==> src/rtl/regfile_pkg.sv <==
// rtl/regfile_pkg.sv - shared defaults and bus-slicing helper for the multi-port register file
package regfile_pkg;

  localparam int RF_DWIDTH = 32;
  localparam int RF_AWIDTH = 5;
  localparam int RF_DEPTH  = 32;
  localparam int REG_ZERO  = 0;

  // Widest flattened bus and widest single field the slicing helper handles
  localparam int RF_BUS_MAX   = 1024;
  localparam int RF_SLICE_MAX = 64;

  // Field idx of width w from a flattened bus; callers truncate to the real field width
  function automatic logic [RF_SLICE_MAX-1:0] get_slice(input logic [RF_BUS_MAX-1:0] bus,
                                                        input int idx, input int w);
    logic [RF_BUS_MAX-1:0] sh;
    sh = bus >> (idx * w);
    return sh[RF_SLICE_MAX-1:0] & ((RF_SLICE_MAX'(1) << w) - RF_SLICE_MAX'(1));
  endfunction

endpackage

==> src/rtl/regfile_rd_port.sv <==
// rtl/regfile_rd_port.sv - one read port: write-through bypass data and next-state pending bit
module regfile_rd_port
  import regfile_pkg::*;
#(
  parameter int DWIDTH = RF_DWIDTH,
  parameter int AWIDTH = RF_AWIDTH,
  parameter int DEPTH  = RF_DEPTH,
  parameter int NWRITE = 2
) (
  input  logic [AWIDTH-1:0]        ra_i,
  input  logic [DWIDTH-1:0]        stored_i,
  input  logic [NWRITE-1:0]        we_eff_i,
  input  logic [NWRITE*AWIDTH-1:0] wa_i,
  input  logic [NWRITE*DWIDTH-1:0] wd_i,
  input  logic [NWRITE-1:0]        wclr_i,
  input  logic                     set_eff_i,
  input  logic [AWIDTH-1:0]        set_addr_i,
  input  logic [DEPTH-1:0]         busy_i,
  output logic [DWIDTH-1:0]        rd_o,
  output logic                     busy_o
);

  localparam int                IW      = (DEPTH > 1) ? $clog2(DEPTH) : 1;
  localparam logic [AWIDTH:0]   DEPTH_A = (AWIDTH+1)'(DEPTH);
  localparam logic [AWIDTH-1:0] ZERO_A  = AWIDTH'(REG_ZERO);

  // Later (higher-index) matching writes override earlier ones; a set overrides any clear
  always_comb begin
    rd_o   = '0;
    busy_o = 1'b0;
    if (ra_i != ZERO_A && {1'b0, ra_i} < DEPTH_A) begin
      rd_o   = stored_i;
      busy_o = busy_i[ra_i[IW-1:0]];
      for (int i = 0; i < NWRITE; i++) begin
        if (we_eff_i[i] && AWIDTH'(get_slice(RF_BUS_MAX'(wa_i), i, AWIDTH)) == ra_i) begin
          rd_o = DWIDTH'(get_slice(RF_BUS_MAX'(wd_i), i, DWIDTH));
          if (wclr_i[i]) busy_o = 1'b0;
        end
      end
      if (set_eff_i && set_addr_i == ra_i) busy_o = 1'b1;
    end
  end

endmodule

==> src/rtl/regfile_mp.sv <==
// rtl/regfile_mp.sv - multi-port register file with registered bypassed reads and pending scoreboard
module regfile_mp
  import regfile_pkg::*;
#(
  parameter int DWIDTH = RF_DWIDTH,
  parameter int AWIDTH = RF_AWIDTH,
  parameter int DEPTH  = RF_DEPTH,
  parameter int NREAD  = 3,
  parameter int NWRITE = 2
) (
  input  logic                     clk,
  input  logic                     rst_n,
  input  logic                     stall,
  input  logic [NWRITE-1:0]        we,
  input  logic [NWRITE*AWIDTH-1:0] wa,
  input  logic [NWRITE*DWIDTH-1:0] wd,
  input  logic [NWRITE-1:0]        wclr,
  input  logic                     set_en,
  input  logic [AWIDTH-1:0]        set_addr,
  input  logic [NREAD*AWIDTH-1:0]  ra,
  output logic [NREAD*DWIDTH-1:0]  rd,
  output logic [NREAD-1:0]         rd_busy,
  output logic [DEPTH-1:0]         busy_vec
);

  localparam int                IW      = (DEPTH > 1) ? $clog2(DEPTH) : 1;
  localparam logic [AWIDTH:0]   DEPTH_A = (AWIDTH+1)'(DEPTH);
  localparam logic [AWIDTH-1:0] ZERO_A  = AWIDTH'(REG_ZERO);

  logic [DWIDTH-1:0]        mem_q [DEPTH];
  logic [DWIDTH-1:0]        mem_d [DEPTH];
  logic [DEPTH-1:0]         busy_q, busy_d;
  logic [NREAD*DWIDTH-1:0]  rd_q, rd_d;
  logic [NREAD-1:0]         rdb_q, rdb_d;
  logic [NWRITE-1:0]        we_eff;
  logic [AWIDTH-1:0]        wa_a [NWRITE];
  logic [DWIDTH-1:0]        wd_a [NWRITE];
  logic                     set_eff;

  function automatic logic addr_ok(input logic [AWIDTH-1:0] a);
    return (a != ZERO_A) && ({1'b0, a} < DEPTH_A);
  endfunction

  // Qualify writes and sets: x0, out-of-range targets and stalled cycles never take effect
  always_comb begin
    for (int i = 0; i < NWRITE; i++) begin
      wa_a[i]   = AWIDTH'(get_slice(RF_BUS_MAX'(wa), i, AWIDTH));
      wd_a[i]   = DWIDTH'(get_slice(RF_BUS_MAX'(wd), i, DWIDTH));
      we_eff[i] = we[i] && addr_ok(wa_a[i]) && !stall;
    end
    set_eff = set_en && addr_ok(set_addr) && !stall;
  end

  // Storage next state: ascending port order so the highest-index writer lands last
  always_comb begin
    mem_d = mem_q;
    for (int i = 0; i < NWRITE; i++) begin
      if (we_eff[i]) mem_d[wa_a[i][IW-1:0]] = wd_a[i];
    end
  end

  // Scoreboard next state: clears first, then a set so a new producer wins over a retiring one
  always_comb begin
    busy_d = busy_q;
    for (int i = 0; i < NWRITE; i++) begin
      if (we_eff[i] && wclr[i]) busy_d[wa_a[i][IW-1:0]] = 1'b0;
    end
    if (set_eff) busy_d[set_addr[IW-1:0]] = 1'b1;
    busy_d[0] = 1'b0;
  end

  for (genvar j = 0; j < NREAD; j++) begin : g_rd
    logic [AWIDTH-1:0] ra_j;
    assign ra_j = ra[j*AWIDTH +: AWIDTH];

    regfile_rd_port #(
      .DWIDTH(DWIDTH), .AWIDTH(AWIDTH), .DEPTH(DEPTH), .NWRITE(NWRITE)
    ) u_rd (
      .ra_i      (ra_j),
      .stored_i  (mem_q[ra_j[IW-1:0]]),
      .we_eff_i  (we_eff),
      .wa_i      (wa),
      .wd_i      (wd),
      .wclr_i    (wclr),
      .set_eff_i (set_eff),
      .set_addr_i(set_addr),
      .busy_i    (busy_q),
      .rd_o      (rd_d[j*DWIDTH +: DWIDTH]),
      .busy_o    (rdb_d[j])
    );
  end

  // All state frozen on stall; reset drops every in-flight write and pending bit
  always_ff @(posedge clk or negedge rst_n) begin
    if (!rst_n) begin
      for (int k = 0; k < DEPTH; k++) mem_q[k] <= '0;
      busy_q <= '0;
      rd_q   <= '0;
      rdb_q  <= '0;
    end else if (!stall) begin
      mem_q  <= mem_d;
      busy_q <= busy_d;
      rd_q   <= rd_d;
      rdb_q  <= rdb_d;
    end
  end

  assign rd       = rd_q;
  assign rd_busy  = rdb_q;
  assign busy_vec = busy_q;

  a_x0_zero:  assert property (@(posedge clk) disable iff (!rst_n) mem_q[0] == '0);
  a_busy0:    assert property (@(posedge clk) disable iff (!rst_n) !busy_q[0]);
  a_rd_known: assert property (@(posedge clk) disable iff (!rst_n) !$isunknown(rd_q));

endmodule
==> config.mk <==
export PLATFORM = sky130hd
export DESIGN_NAME = regfile_mp
export DESIGN_NICKNAME = d
export VERILOG_FILES = /design/src/rtl/regfile_pkg.sv /design/src/rtl/regfile_rd_port.sv /design/src/rtl/regfile_mp.sv
export SDC_FILE = /design/constraint.sdc
export NUM_CORES = 2
export LEC_CHECK = 0
export CORE_AREA = 3 3 480 482
export DETAILED_ROUTE_END_ITERATION = 12
export DIE_AREA = 0 0 483 485
export PLACE_DENSITY_LB_ADDON = 0.3
export REMOVE_ABC_BUFFERS = 1
export SETUP_SLACK_MARGIN = 0.1
export SYNTH_ARGS = -nofsm -noshare
export SYNTH_HDL_FRONTEND = slang
export SYNTH_SLANG_ARGS = --single-unit
==> constraint.sdc <==
create_clock -name clk -period 2.65 [get_ports clk]
set_input_delay 0.3975 -clock clk [delete_from_list [all_inputs] [get_ports clk]]
set_output_delay 0.3975 -clock clk [all_outputs]
set_load 0.03 [all_outputs]
==> metrics <==
register share of total power=40.5%; predominant post-synthesis flop cell=dfrtp_1; TritonCTS clock tree=done; Bufs and invs on worst path=1; GRT overflow=0; synth cell count leaders=mux2i_1 (1215), dfrtp_1 (1154), mux4_2 (787); post-synth top area share=36.5%; synth unique cells=73; Slew @ Worst Pin=1.21 ns; drt first pass iters=9; outcome=complete, no violations; utilization after layout=42.3%; Inserted Clock Buffers=134; vias in the first global route=66400; Reg2Reg Setup Slack=0.42 ns; WHS Endpoint=rd_busy[2]$_DFFE_PN0N_; CP Capture Type=primary output; Synth area leaders=dfrtp_1 (37%), mux4_2 (22%), mux2i_1 (15%), a21oi_1 (4.3%), nor2_1 (3.5%); delay-heaviest family, CP=buffers and inverters; worst clock skew=0.0257 ns; CORE AREA=227000 um2; chip width=483 um; hpwl dp=249000 um; Port Buf Inserts=231; synthesis-to-layout area growth=21.4%; Clock H-tree levels=4; CP max-delay cell=clkdlybuf4s50_1; first-pass GRT wire length=522000 um; switching share of power=33.4%; Post-Syn Area=79000 um2; Startpoint Class=register; Max Root-Sink Buffers=3; Final nets=7563; ANT nets after route=0; clock sink count=1154; antenna violations before repair=14; clock network fraction of design power=30.6%; Yosys reg bits=1154; RSZ-0062 raised after global routing=no; Vias=68600; max-cap violations=0; Reg-to-Reg End=rd[26]$_DFFE_PN0N_; Synth area leader=dfrtp_1; WHS Path Cells=3; I/O pins=233; Hold WC Path Type=in -> reg; Worst slew margin=19.5%; Cell Int Power=0.0439 W; register area=28900 um2; Worst Path Class, Setup=reg -> out; area of the multi-input gates=46500 um2; Max FO, Critical Path=2; DIE AREA=234000 um2; Switching Power=0.0220 W; WL per Instance=34.9 um; remaining routing DRC violations=0; Fill cells=21100; row cnt=175; Worst EP arrival=2.16 ns; Comb pwr share=28.9%; largest net degree at the start of global routing=117; VDD IR max=0.499 mV; Pleak=42.3 nW; count of final setup violators=0; WL final=369000 um; r2r worst-path depth=5; shortest period the worst path allows=2.55 ns; FFs w/ async S/R, synth=100%; Cells after Synth=7257; reg-to-reg startpoint=mem_q[282]$_DFFE_PN0N_; slowest stage delay, CP=0.76 ns; layout cells sized above 1=25.8%; Power Density=687 nW/um2; final estimated routing congestion in global placement=0.972; Avg Cell Area, Syn=10.9 um2; CP cell instances=clkdlybuf4s50_1; setup TNS=0 ns; GRT Util Overall=30.9%; EDFF count, synth=0; Initial Util=34.8%; initial DRC count=10200; post-synthesis sequential area ratio=36.5%; drt via density=6.49; Final Hold Viols=0; fin crit share=96.3%; top-count cell post-synth=mux2i_1; clock-pin slew on the worst setup and hold paths=0.07 ns; Max Freq=0.392 GHz; YS warnings=0; CTS Root Cell=clkbuf_16; Slew Viols, Final=0; Hold Startpoint=stall; Worst-Skew Late Latency=0.82 ns; die height=485 um; CP Data Required Time=2.25 ns
[metal layers]
metal / share of wire [%] / global-route usage (%) / vias to the layer above
met2: 42 / 44.3 / 5186
met5: 0.015 / 0 / -
met1: 38 / 41.4 / 34800
li1: - / - / 27600
met4: 5.9 / 15.7 / 8
met3: 13 / 10.3 / 1058
[per-stage QoR]
step | instance area [um2] | std cells | total power, W | setup WS [ns] | hold slack [ns]
3_3_place_gp | 91300 | 10300 | 0.0448 | -0.322 | 0.378
4_1_cts | 95900 | 10600 | 0.0656 | 0.103 | 0.0733
5_1_grt | 95900 | 10600 | 0.0684 | 0.118 | 0.106
3_5_place_dp | 91300 | 10300 | 0.0455 | -0.254 | 0.377
6_report | 95900 | 10600 | 0.0659 | 0.0971 | 0.125
2_1_floorplan | 74900 | 6305 | 0.0369 | -1.59 | 0.102
[cell type report]
cell class	count	share of cell area, %
clock inverters	55	0.762
multi-input cells	5142	48.5
well taps	3009	3.92
diodes	10	0.0261
clock buffers	185	4.07
flip-flops and latches	1154	30.1
inverters	9	0.0404
repair buffers	1020	12.6
[kinds of logic (layout without fill, tap and decap cells)]
group                  after synthesis  after routing  synth area share, %
multiplexers                      2018           2018                 38.0
AO/OA/AOI/OAI                     1590           1590                 12.1
AND/OR/NAND/NOR                   1488           1488                 7.57
flip-flops                        1154           1154                 36.5
buffers and inverters              961           1269                 5.28
XOR/XNOR                            45             45                0.499
other                                1             11              0.00474
[registers in the layout, summed over array words and instances, names as in the netlist]
register / flops
mem_q: 1024
rd: 96
busy_vec: 31
rd_busy: 3
[worst max-delay path by stage]
stage	end	from	slack, ns	cells past startpoint
after floorplan	rd[0]$_DFFE_PN0N_	ra[3]	-1.59	5
after global placement	rd[26]$_DFFE_PN0N_	ra[3]	-0.32	8
after detailed placement	rd[78]$_DFFE_PN0N_	ra[13]	-0.25	9
after CTS	rd[44]	rd[44]$_DFFE_PN0N_	0.10	1
after global routing	rd[24]	rd[24]$_DFFE_PN0N_	0.12	1
final	rd[62]	rd[62]$_DFFE_PN0N_	0.1	1
[power by group through the flow]
| stage | Sequential [W] | Clock (W) | Combinational (W) |
|---|---|---|---|
| after detailed placement | 0.0267 | 0 | 0.0188 |
| after CTS | 0.0265 | 0.0203 | 0.0188 |
| final | 0.0267 | 0.0202 | 0.0190 |
| after global routing | 0.0272 | 0.0209 | 0.0203 |
| after floorplan | 0.0255 | 0 | 0.0114 |
| after global placement | 0.0264 | 0 | 0.0184 |
[what timing repair did]
action,4_1_cts,5_1_grt
endpoints found under the setup margin,11,9
buffers inserted,0,0
gates resized for setup,11,9
endpoints found under the hold margin,130,0
hold buffers,1,0
[cells in the final DEF, fill, tap and decap left out, types with 36 or more instances in the layout]
cell,instances
o22ai_1,37
dfrtp_1,1152
nand3_1,36
a21oi_1,681
clkdlybuf4s50_1,200
nor2_1,706
a211oi_1,39
o21ai_0,447
mux4_2,787
buf_4,489
clkbuf_16,140
buf_12,302
mux2i_1,1215
nand2_1,572
a22oi_1,212
(Power assumes the default switching activity.)
